==> config.mk <==
export PLATFORM = sky130hd
export DESIGN_NAME = axi_req_arbiter
export DESIGN_NICKNAME = d
export VERILOG_FILES = /design/src/rtl/axi_req_arbiter.sv
export SDC_FILE = /design/constraint.sdc
export NUM_CORES = 1
export LEC_CHECK = 0
export CAP_MARGIN = 0
export CELL_PAD_IN_SITES_DETAIL_PLACEMENT = 0
export CELL_PAD_IN_SITES_GLOBAL_PLACEMENT = 1
export CORE_AREA = 5 5 175 177
export CTS_BUF_LIST = sky130_fd_sc_hd__clkbuf_4 sky130_fd_sc_hd__clkbuf_8
export DETAILED_ROUTE_END_ITERATION = 10
export DIE_AREA = 0 0 180 182
export HOLD_SLACK_MARGIN = 0.05
export PLACE_DENSITY = 0.68
export SLEW_MARGIN = 5
export SYNTH_ARGS = -nofsm -noshare
export SYNTH_HDL_FRONTEND = slang
export SYNTH_SLANG_ARGS = --single-unit
export TNS_END_PERCENT = 1
==> constraint.sdc <==
create_clock -name clk -period 3.2 [get_ports clk]
set_input_delay 0.8 -clock clk [delete_from_list [all_inputs] [get_ports clk]]
set_output_delay 0.8 -clock clk [all_outputs]
set_load 0.02 [all_outputs]
==> src/rtl/axi_req_arbiter.sv <==
// ---------------------------------------------------------------------------
// axi_req_arbiter
//
// Shares the single-outstanding request/response port of the AXI master
// driver between NUM_REQ requesters. One requester at a time owns the driver:
// the owner is picked round-robin in IDLE, and its request is forwarded in
// ISSUE. The grant is held through WAIT until the driver's response pulse
// comes back. The response is routed to the owner only.
//
// Optional feature (compile-time macro AXI_ARB_TIMEOUT_EN):
//   A WAIT watchdog. After TIMEOUT_CYCLES cycles in WAIT with no response,
//   the arbiter pulses s_resp_err[owner] and moves to DRAIN. DRAIN swallows
//   the late response and then returns to IDLE. Without the macro there is
//   no counter and no DRAIN state, s_resp_err is always 0, and WAIT waits
//   indefinitely.
//
// Ports
//   clk, rst        clock (rising edge) and asynchronous active-high reset
//   s_req_valid     per-requester request valid
//   s_req_ready     per-requester accept (one-hot or zero)
//   s_req_is_write  per-requester request type (1 = write)
//   s_req_addr      flattened addresses, requester i at slice i
//   s_req_wdata     flattened write data
//   s_req_wstrb     flattened byte strobes
//   s_resp_valid    one-cycle response pulse to the owner
//   s_resp_data     response data, shared by all requesters
//   s_resp_err      one-cycle timeout-error pulse to the owner
//   m_req_*         request forwarded to the AXI driver
//   m_resp_valid    driver response pulse
//   m_resp_data     driver response data
//   grant_id        current / last owner index
//   busy            high whenever the state is not IDLE
// ---------------------------------------------------------------------------
module axi_req_arbiter #(
  parameter int NUM_REQ        = 2,
  parameter int AXI_ADDR_WIDTH = 32,
  parameter int AXI_DATA_WIDTH = 64,
  parameter int TIMEOUT_CYCLES = 1024,
  localparam int STRB_WIDTH    = AXI_DATA_WIDTH / 8,
  localparam int ID_WIDTH      = (NUM_REQ > 2) ? $clog2(NUM_REQ) : 1
) (
  input  logic                                clk,
  input  logic                                rst,
  input  logic [NUM_REQ-1:0]                  s_req_valid,
  output logic [NUM_REQ-1:0]                  s_req_ready,
  input  logic [NUM_REQ-1:0]                  s_req_is_write,
  input  logic [NUM_REQ*AXI_ADDR_WIDTH-1:0]   s_req_addr,
  input  logic [NUM_REQ*AXI_DATA_WIDTH-1:0]   s_req_wdata,
  input  logic [NUM_REQ*STRB_WIDTH-1:0]       s_req_wstrb,
  output logic [NUM_REQ-1:0]                  s_resp_valid,
  output logic [AXI_DATA_WIDTH-1:0]           s_resp_data,
  output logic [NUM_REQ-1:0]                  s_resp_err,
  output logic                                m_req_valid,
  input  logic                                m_req_ready,
  output logic                                m_req_is_write,
  output logic [AXI_ADDR_WIDTH-1:0]           m_req_addr,
  output logic [AXI_DATA_WIDTH-1:0]           m_req_wdata,
  output logic [STRB_WIDTH-1:0]               m_req_wstrb,
  input  logic                                m_resp_valid,
  input  logic [AXI_DATA_WIDTH-1:0]           m_resp_data,
  output logic [ID_WIDTH-1:0]                 grant_id,
  output logic                                busy
);

  // Elaboration-time sanity check on the configuration.
  if (NUM_REQ < 2 || NUM_REQ > 8 || TIMEOUT_CYCLES < 2) begin : g_bad_params
    $error("axi_req_arbiter: NUM_REQ must be 2..8 and TIMEOUT_CYCLES >= 2");
  end

  typedef enum logic [1:0] {
    IDLE  = 2'd0,
    ISSUE = 2'd1,
`ifdef AXI_ARB_TIMEOUT_EN
    WAIT  = 2'd2,
    DRAIN = 2'd3
`else
    WAIT  = 2'd2
`endif
  } state_t;

  state_t              state;
  state_t              next_state;
  logic [ID_WIDTH-1:0] owner;
  logic [ID_WIDTH-1:0] rr_ptr;

  logic [ID_WIDTH-1:0] arb_pick;
  logic                arb_found;
  int                  arb_idx;
  logic [ID_WIDTH-1:0] owner_inc;
  logic                owner_valid;
  logic                resp_done;

`ifdef AXI_ARB_TIMEOUT_EN
  localparam int CNT_WIDTH = $clog2(TIMEOUT_CYCLES) + 1;

  logic [CNT_WIDTH-1:0] wait_cnt;
  logic                 timeout_hit;
`endif

  // Round-robin pick: the first valid requester at or after rr_ptr, with wrap.
  always_comb begin
    arb_found = 1'b0;
    arb_pick  = {ID_WIDTH{1'b0}};
    arb_idx   = 0;
    for (int k = 0; k < NUM_REQ; k++) begin
      arb_idx = int'(rr_ptr) + k;
      if (arb_idx >= NUM_REQ) begin
        arb_idx = arb_idx - NUM_REQ;
      end else begin
        arb_idx = arb_idx;
      end
      if (!arb_found && s_req_valid[arb_idx]) begin
        arb_found = 1'b1;
        arb_pick  = ID_WIDTH'(arb_idx);
      end else begin
        arb_found = arb_found;
      end
    end
  end

  // Owner-relative helpers: wrapped successor and the owner's live valid.
  always_comb begin
    if (owner == ID_WIDTH'(NUM_REQ - 1)) begin
      owner_inc = {ID_WIDTH{1'b0}};
    end else begin
      owner_inc = owner + {{(ID_WIDTH-1){1'b0}}, 1'b1};
    end
    owner_valid = s_req_valid[owner];
  end

`ifdef AXI_ARB_TIMEOUT_EN
  // Terminal count only counts as a timeout when no response arrives on that
  // same cycle; a simultaneous response is treated as a normal completion.
  assign timeout_hit = (state == WAIT) && !m_resp_valid &&
                       (wait_cnt == CNT_WIDTH'(TIMEOUT_CYCLES - 1));
  assign resp_done   = ((state == WAIT) || (state == DRAIN)) && m_resp_valid;
`else
  assign resp_done   = (state == WAIT) && m_resp_valid;
`endif

  // State register.
  always_ff @(posedge clk or posedge rst) begin
    if (rst) begin
      state <= IDLE;
    end else begin
      state <= next_state;
    end
  end

  // Next-state logic.
  always_comb begin
    next_state = state;
    case (state)
      IDLE: begin
        if (arb_found) begin
          next_state = ISSUE;
        end else begin
          next_state = IDLE;
        end
      end
      ISSUE: begin
        // A withdrawn request abandons the grant without touching rr_ptr.
        if (!owner_valid) begin
          next_state = IDLE;
        end else if (m_req_ready) begin
          next_state = WAIT;
        end else begin
          next_state = ISSUE;
        end
      end
      WAIT: begin
        if (m_resp_valid) begin
          next_state = IDLE;
`ifdef AXI_ARB_TIMEOUT_EN
        end else if (timeout_hit) begin
          next_state = DRAIN;
`endif
        end else begin
          next_state = WAIT;
        end
      end
`ifdef AXI_ARB_TIMEOUT_EN
      DRAIN: begin
        if (m_resp_valid) begin
          next_state = IDLE;
        end else begin
          next_state = DRAIN;
        end
      end
`endif
      default: begin
        next_state = IDLE;
      end
    endcase
  end

  // Owner capture on arbitration and round-robin pointer advance on completion.
  always_ff @(posedge clk or posedge rst) begin
    if (rst) begin
      owner  <= {ID_WIDTH{1'b0}};
      rr_ptr <= {ID_WIDTH{1'b0}};
    end else begin
      if ((state == IDLE) && arb_found) begin
        owner <= arb_pick;
      end else begin
        owner <= owner;
      end
      if (resp_done) begin
        rr_ptr <= owner_inc;
      end else begin
        rr_ptr <= rr_ptr;
      end
    end
  end

`ifdef AXI_ARB_TIMEOUT_EN
  // WAIT watchdog: cleared on the ISSUE->WAIT handshake, counts WAIT cycles.
  always_ff @(posedge clk or posedge rst) begin
    if (rst) begin
      wait_cnt <= {CNT_WIDTH{1'b0}};
    end else if ((state == ISSUE) && owner_valid && m_req_ready) begin
      wait_cnt <= {CNT_WIDTH{1'b0}};
    end else if (state == WAIT) begin
      wait_cnt <= wait_cnt + {{(CNT_WIDTH-1){1'b0}}, 1'b1};
    end else begin
      wait_cnt <= wait_cnt;
    end
  end
`endif

  // Output decode: forward the owner's request in ISSUE and route the
  // response to the owner in WAIT. Everything idles at zero otherwise.
  always_comb begin
    s_req_ready    = {NUM_REQ{1'b0}};
    s_resp_valid   = {NUM_REQ{1'b0}};
    s_resp_err     = {NUM_REQ{1'b0}};
    s_resp_data    = {AXI_DATA_WIDTH{1'b0}};
    m_req_valid    = 1'b0;
    m_req_is_write = 1'b0;
    m_req_addr     = {AXI_ADDR_WIDTH{1'b0}};
    m_req_wdata    = {AXI_DATA_WIDTH{1'b0}};
    m_req_wstrb    = {STRB_WIDTH{1'b0}};
    case (state)
      ISSUE: begin
        m_req_valid          = owner_valid;
        m_req_is_write       = s_req_is_write[owner];
        m_req_addr           = s_req_addr[int'(owner)*AXI_ADDR_WIDTH +: AXI_ADDR_WIDTH];
        m_req_wdata          = s_req_wdata[int'(owner)*AXI_DATA_WIDTH +: AXI_DATA_WIDTH];
        m_req_wstrb          = s_req_wstrb[int'(owner)*STRB_WIDTH +: STRB_WIDTH];
        s_req_ready[owner]   = m_req_ready;
      end
      WAIT: begin
        s_resp_valid[owner]  = m_resp_valid;
        s_resp_data          = m_resp_data;
`ifdef AXI_ARB_TIMEOUT_EN
        s_resp_err[owner]    = timeout_hit;
`endif
      end
      default: begin
        s_req_ready          = {NUM_REQ{1'b0}};
      end
    endcase
  end

  assign grant_id = owner;
  assign busy     = (state != IDLE);

endmodule

==> metrics.cfg, run 1 <==
[floorplan]
die_y_um=182
die_area_um2=32760
io_pins=458
die_w_um=180
core.rowCount=63
core_area_um2=29090
initial_utilization=0.07958

[timing]
fin_tns_setup_ps=0
setup_violations=0
post-route-period-util=0.9590
fin_skew_ps=4.584
drv_slew=0
grt_setup_unrepaired=false
fin_crit_ps=3069
finalHoldViolations=0
setup_slack_ps=131.3
fmax_ghz=0.3259

[placed_design]
placed_area_um2=7295
place_congestion=0.8094
dpl.hpwl_um=15230
dp_slack_ps=-143.8
port_buffers=455

[layout]
drive_above_1_share=0.02445
fillCellCount=3115
final_area_um2=7350
final_nets=1058
multi_input_area_um2=1994
seqCellArea_um2=103.9
area_growth_pct=217.5

[detailed_routing]
via_count=3947
wl_per_cell_um=15.03
detail-route-antenna-nets=0
dr.pass1.iters=4
wirelength_um=17560
drt_iter0_drc=69
drc_errors=0
drt-vias-per-instance=3.379

[clocking]
ctsHoldBuffers=0
clock_latency_ps=220
numCtsBuffers=3
cts_setup_buffers=0
clockBufferDepth=2
root_buffer=clkbuf_8
h-tree-depth=1
clk_pin_slew_worst_paths_ps=30
cts_tree=done
clock_sinks=4

[setup_path]
worst_ep_required_time_ps=2400
startpoint=s_req_wstrb[5]
crit_fanout=1
critPathKind=in -> out
critPathLaunchType=input port
rr_worst_depth=4
endpoint=m_req_wstrb[5]
regToRegSetupSlack_ps=1600
worstPathArrival_ps=2270
r2r-start=grant_id
cp-end-kind=primary output
rr_endpoint=state[1]

[run_status]
status=finished clean

[power]
p_leak_nw=2.945
ir_worst_vdd_v=0.0003266
power_density_nw_per_um2=638.0
finalPower_mw=4.689

[synthesis]
ys_ff_latch=4
avgSynthCellArea_um2=6.808
synth_cell_types=19
seq_area_frac_synth=0.04324
syn_inst=340
synth_area_um2=2315
ys_warn_count=0

[global_route]
gr-total-overflow=0
grt_pass1_wl_um=24770
grt_start_max_net_pins=69
antenna_found_initial=1
grt_usage=0.09594
grt_pass1_vias=4206

[worst_hold_path]
min_path_type=reg -> reg

[run]
cap_violations=0

## worst min-delay path by stage
stage	cells past startpoint	end	slack, ps	from
finish	1	state[0]	500	state[1]
global route	1	state[0]	520	state[1]
CTS	1	state[0]	500	state[1]
detailed placement	2	rr_ptr	500	rr_ptr
global placement	1	state[0]	500	state[1]
floorplan	1	state[0]	450	state[1]
## area by class of cell
cell class | instances | share of cell area
inverters | 3 | 0.001532
clock buffers | 4 | 0.006639
multi-input cells | 300 | 0.2714
flip-flops and latches | 4 | 0.01413
repair buffers | 466 | 0.6396
well taps | 390 | 0.06639
diodes | 1 | 0.0003405
## state kept, by name, indices dropped and copies added (netlist names)
| signal | count |
|---|---|
| grant_id | 1 |
| rr_ptr | 1 |
| state | 2 |
## placed cells by master (no fill, tap or decap)
master,instances
nand2b_4,1
diode_2,1
clkdlybuf4s50_1,453
a21oi_1,3
mux2i_1,106
and3_1,2
nor2b_4,1
buf_4,6
a31oi_1,1
clkbuf_8,3
nand2_1,4
dfrtp_4,1
nand2b_1,1
nor2b_1,2
dlymetal6s2s_1,1
inv_1,3
conb_1,2
clkbuf_4,1
dfrtp_1,3
nor2_2,1
o21ai_0,3
dlygate4sd2_1,1
and2_1,64
buf_12,5
nor2_1,109
## power breakdown
group	switching, mW	internal, mW
Clock	0.0266	0.0935
Sequential	0.0387	0.0788
Combinational	2.28	2.17
## layer usage
layer / wire (um) / GRT usage
met5: 0 / 0
met1: 6886 / 0.1065
met4: 87 / 0.008534
met2: 8897 / 0.1815
met3: 1686 / 0.03526
## cell usage after synthesis
cell type,n,area (um^2)
nor2b_4,1,13.76
dfrtp_1,4,100.1
buf_2,8,40.04
nor2_1,110,412.9
nand2_1,4,15.01
inv_1,3,11.26
nor2b_1,2,12.51
and2_1,64,400.4
mux2i_1,106,1061
conb_1,1,3.750
buf_4,12,90.09
a21oi_1,3,15.01
a31oi_1,1,6.260
buf_6,5,56.30
clkbuf_1,7,26.28
clkbuf_2,2,10.01
o21ai_0,3,15.01
nand2b_1,2,12.51
and3_1,2,12.51
## critical path, cell delays in order
cell and delay (ps):
clkdlybuf4s50_1 520, mux2i_1 90, nor2_1 210, clkdlybuf4s50_1 650
## cells by family after synthesis
logic type	count (synthesis)	synth area share
and+or+nand+nor	185	0.3800
muxes	106	0.4584
buffers and inverters	37	0.1011
AOI/OAI and AO/OA	7	0.01567
DFF	4	0.04324
other	1	0.001620
## through the flow
stage	util	instances	hold WS [ps]
after floorplan	-	341	454.2
after global placement	0.2508	1163	498.8
after detailed placement	0.2508	1163	501.3
after CTS	0.2525	1167	497.4
after global routing	0.2526	1167	518.4
final	0.2527	1168	498.4
## timing repair
| action | 4_1_cts | 5_1_grt |
|---|---|---|
| gates resized for setup | 2 | 1 |
| cloned | 0 | 0 |
| endpoints found under the setup margin | 1 | 1 |
(Power assumes the default switching activity.)
==> inputs of run 2 (changes only) <==
CORE_AREA = 5 5 173 175   (was 5 5 175 177)
DIE_AREA = 0 0 178 180   (was 0 0 180 182)
PLACE_DENSITY = 0.69   (was 0.68)
TNS_END_PERCENT = unset   (was 1)
clock period = 3.25 ns   (was 3.2 ns; I/O delays follow)
==> run 2 against run 1 <==
First-iteration DRC count shrank 1.4%. Sequential share of layout area about the same. Die area is 2.2% lower. Setup slack improved by 91 ps. Critical path depth unchanged. Flip-flop and latch count did not move. Routed wire length fell by 0.99%. Clock skew is 3.1 ps lower. Clock power is essentially flat. Clock-buffer cell count did not move. Sequential power shrank 3%. Critical endpoint is now s_req_ready[0]. Largest power group unchanged.
==> metrics.cfg, run 2 (synthesized netlist as in run 1, its figures left out) <==
[timing]
fmax_ghz=0.3303
grt_setup_unrepaired=false  ; unchanged
drv_slew=0  ; unchanged
fin_crit_ps=3028
finalHoldViolations=0  ; unchanged
post-route-period-util=0.9315
setup_slack_ps=222.5  ; was 131.3 ps
holdWs_ps=504.3  ; was 498.4 ps
fin_skew_ps=1.512  ; was 4.584 ps
setup_violations=0  ; unchanged
fin_tns_setup_ps=0  ; unchanged

[detailed_routing]
wirelength_um=17380  ; was 17560 um
drt-vias-per-instance=3.420  ; was 3.379
detail-route-antenna-nets=0  ; unchanged
drt_iter0_drc=68  ; was 69
drc_errors=0  ; unchanged
dr.pass1.iters=4  ; unchanged
wl_per_cell_um=14.95  ; was 15.03 um
via_count=3978  ; was 3947

[floorplan]
io_pins=458  ; unchanged
die_y_um=180  ; was 182 um
die_area_um2=32040  ; was 32760 um^2
die_w_um=178  ; was 180 um
core_area_um2=28310  ; was 29090 um^2
core.rowCount=62  ; was 63
initial_utilization=0.08175  ; was 0.07958

[layout]
largest_reg_flops=2  ; unchanged
drive_above_1_share=0.02824  ; was 0.02445
top_register=state  ; unchanged
n_antenna_cell=0  ; was 1
multi_input_area_um2=1992  ; was 1994 um^2
final_common_cell=clkdlybuf4s50_1  ; unchanged
finalCoreUtilization=0.2594  ; was 0.2527
seqCellArea_um2=103.9  ; unchanged
area_growth_pct=217.4  ; was 217.5%
final_nets=1060  ; was 1058
fillCellCount=3081  ; was 3115
final_cell_mix=453 x clkdlybuf4s50_1, 110 x nor2_1, 106 x mux2i_1, 64 x and2_1, 10 x buf_4  ; was 453 x clkdlybuf4s50_1, 109 x nor2_1, 106 x mux2i_1, 64 x and2_1, 6 x buf_4

[setup_path]
cpLargestDelayFamily=buffers and inverters  ; unchanged
slowest_delay_ps=660  ; was 650 ps
rr_worst_depth=3  ; was 4
r2r-start=grant_id  ; unchanged
crit_fanout=4  ; was 1
worst_ep_required_time_ps=2440  ; was 2400 ps
critPathLaunchType=input port  ; unchanged
cpMostUsedCell=clkdlybuf4s50_1  ; unchanged
critical-path-slowest-cell=clkdlybuf4s50_1  ; unchanged
cp_cell_sequence=clkdlybuf4s50_1 -> nand2_1 -> nor2_1 -> clkdlybuf4s50_1  ; was clkdlybuf4s50_1 -> mux2i_1 -> nor2_1 -> clkdlybuf4s50_1
crit_buf_inv=2  ; unchanged
rr_endpoint=state[1]  ; unchanged
startpoint=m_req_ready  ; was s_req_wstrb[5]
critPathKind=in -> out  ; unchanged
cp-end-kind=primary output  ; unchanged
worstPathArrival_ps=2220  ; was 2270 ps
regToRegSetupSlack_ps=1930  ; was 1600 ps

[clocking]
numCtsBuffers=3  ; unchanged
clockBufferDepth=2  ; unchanged
clock_sinks=4  ; unchanged
ctsHoldBuffers=0  ; unchanged
h-tree-depth=1  ; unchanged
cts_resized=0  ; was 2
cts_setup_buffers=0  ; unchanged
clk_pin_slew_worst_paths_ps=30  ; about the same
cts_tree=done  ; unchanged
root_buffer=clkbuf_8  ; unchanged
clock_latency_ps=220  ; about the same

[placed_design]
dp_slack_ps=216.6  ; was -143.8 ps
place_congestion=0.7659  ; was 0.8094
dpl.hpwl_um=15320  ; was 15230 um
port_buffers=455  ; unchanged

[worst_hold_path]
worstHoldStart=state[1]  ; unchanged
min_path_type=reg -> reg  ; unchanged
min_path_cells=1  ; unchanged
holdPathEnd=state[0]  ; unchanged

[global_route]
gr-total-overflow=0  ; unchanged
grt_pass1_vias=4165  ; was 4206
grt_usage=0.09624  ; was 0.09594
antenna_found_initial=0  ; was 1
grt_pass1_wl_um=24340  ; was 24770 um
grt_start_max_net_pins=69  ; unchanged

[run]
cap_violations=0  ; unchanged

[power]
finalPower_mw=4.621  ; was 4.689 mW
ir_worst_vdd_v=0.0003502  ; was 0.0003266 V
p_leak_nw=2.940  ; was 2.945 nW
power_density_nw_per_um2=629.1  ; was 638.0 nW/um^2

[run_status]
status=finished clean  ; unchanged

==> run 2: changes by cell type in the layout (fill, tap and decap cells not counted) <==
cell / previous run / this run
buf_4: 6 / 10
diode_2: 1 / 0
dlymetal6s2s_1: 1 / 0
nor2_1: 109 / 110
nor2_2: 1 / 0
dlygate4sd2_1: 1 / 0
==> run 2: cell type report <==
class	count	share of cell area
repair buffers	468	0.6411
well taps	384	0.06541
inverters	3	0.001533
clock buffers	4	0.006643
multi-input cells	300	0.2712
flip-flops and latches	4	0.01414
==> run 2: worst reg2reg max path, cell delays in order (launching register included) <==
cell and delay, ps:
dfrtp_4 430, buf_12 260, mux2i_1 360, o21ai_0 130
==> run 2: worst max path at each step <==
stage / slack (ps) / cells after the start / end
6_report: 220 / 4 / s_req_ready[0]
5_1_grt: 140 / 4 / s_req_ready[0]
4_1_cts: 210 / 4 / s_req_ready[0]
3_5_place_dp: 220 / 4 / m_req_addr[26]
3_3_place_gp: 200 / 4 / m_req_wstrb[5]
2_1_floorplan: 1100 / 5 / m_req_addr[0]
==> run 2: per-layer routing <==
metal  global-route usage  routed length [um]  up-vias
met5                    0                   0        -
met4             0.006498                  57        0
met3              0.04475                2401        4
met2               0.1897                9024      265
met1              0.09409                5900     1730
li1                     -                   -     1979
==> run 2: per-stage QoR <==
| step | cells | area [um^2] |
|---|---|---|
| finish | 1163 | 7346 |
| global route | 1163 | 7346 |
| floorplan | 341 | 2318 |
| CTS | 1163 | 7346 |
| global placement | 1159 | 7297 |
| detailed placement | 1159 | 7297 |
==> run 2: where the power goes <==
part | switching (mW) | internal [mW]
combinational | 2.24 | 2.15
clock | 0.0280 | 0.0923
sequential | 0.0365 | 0.0775
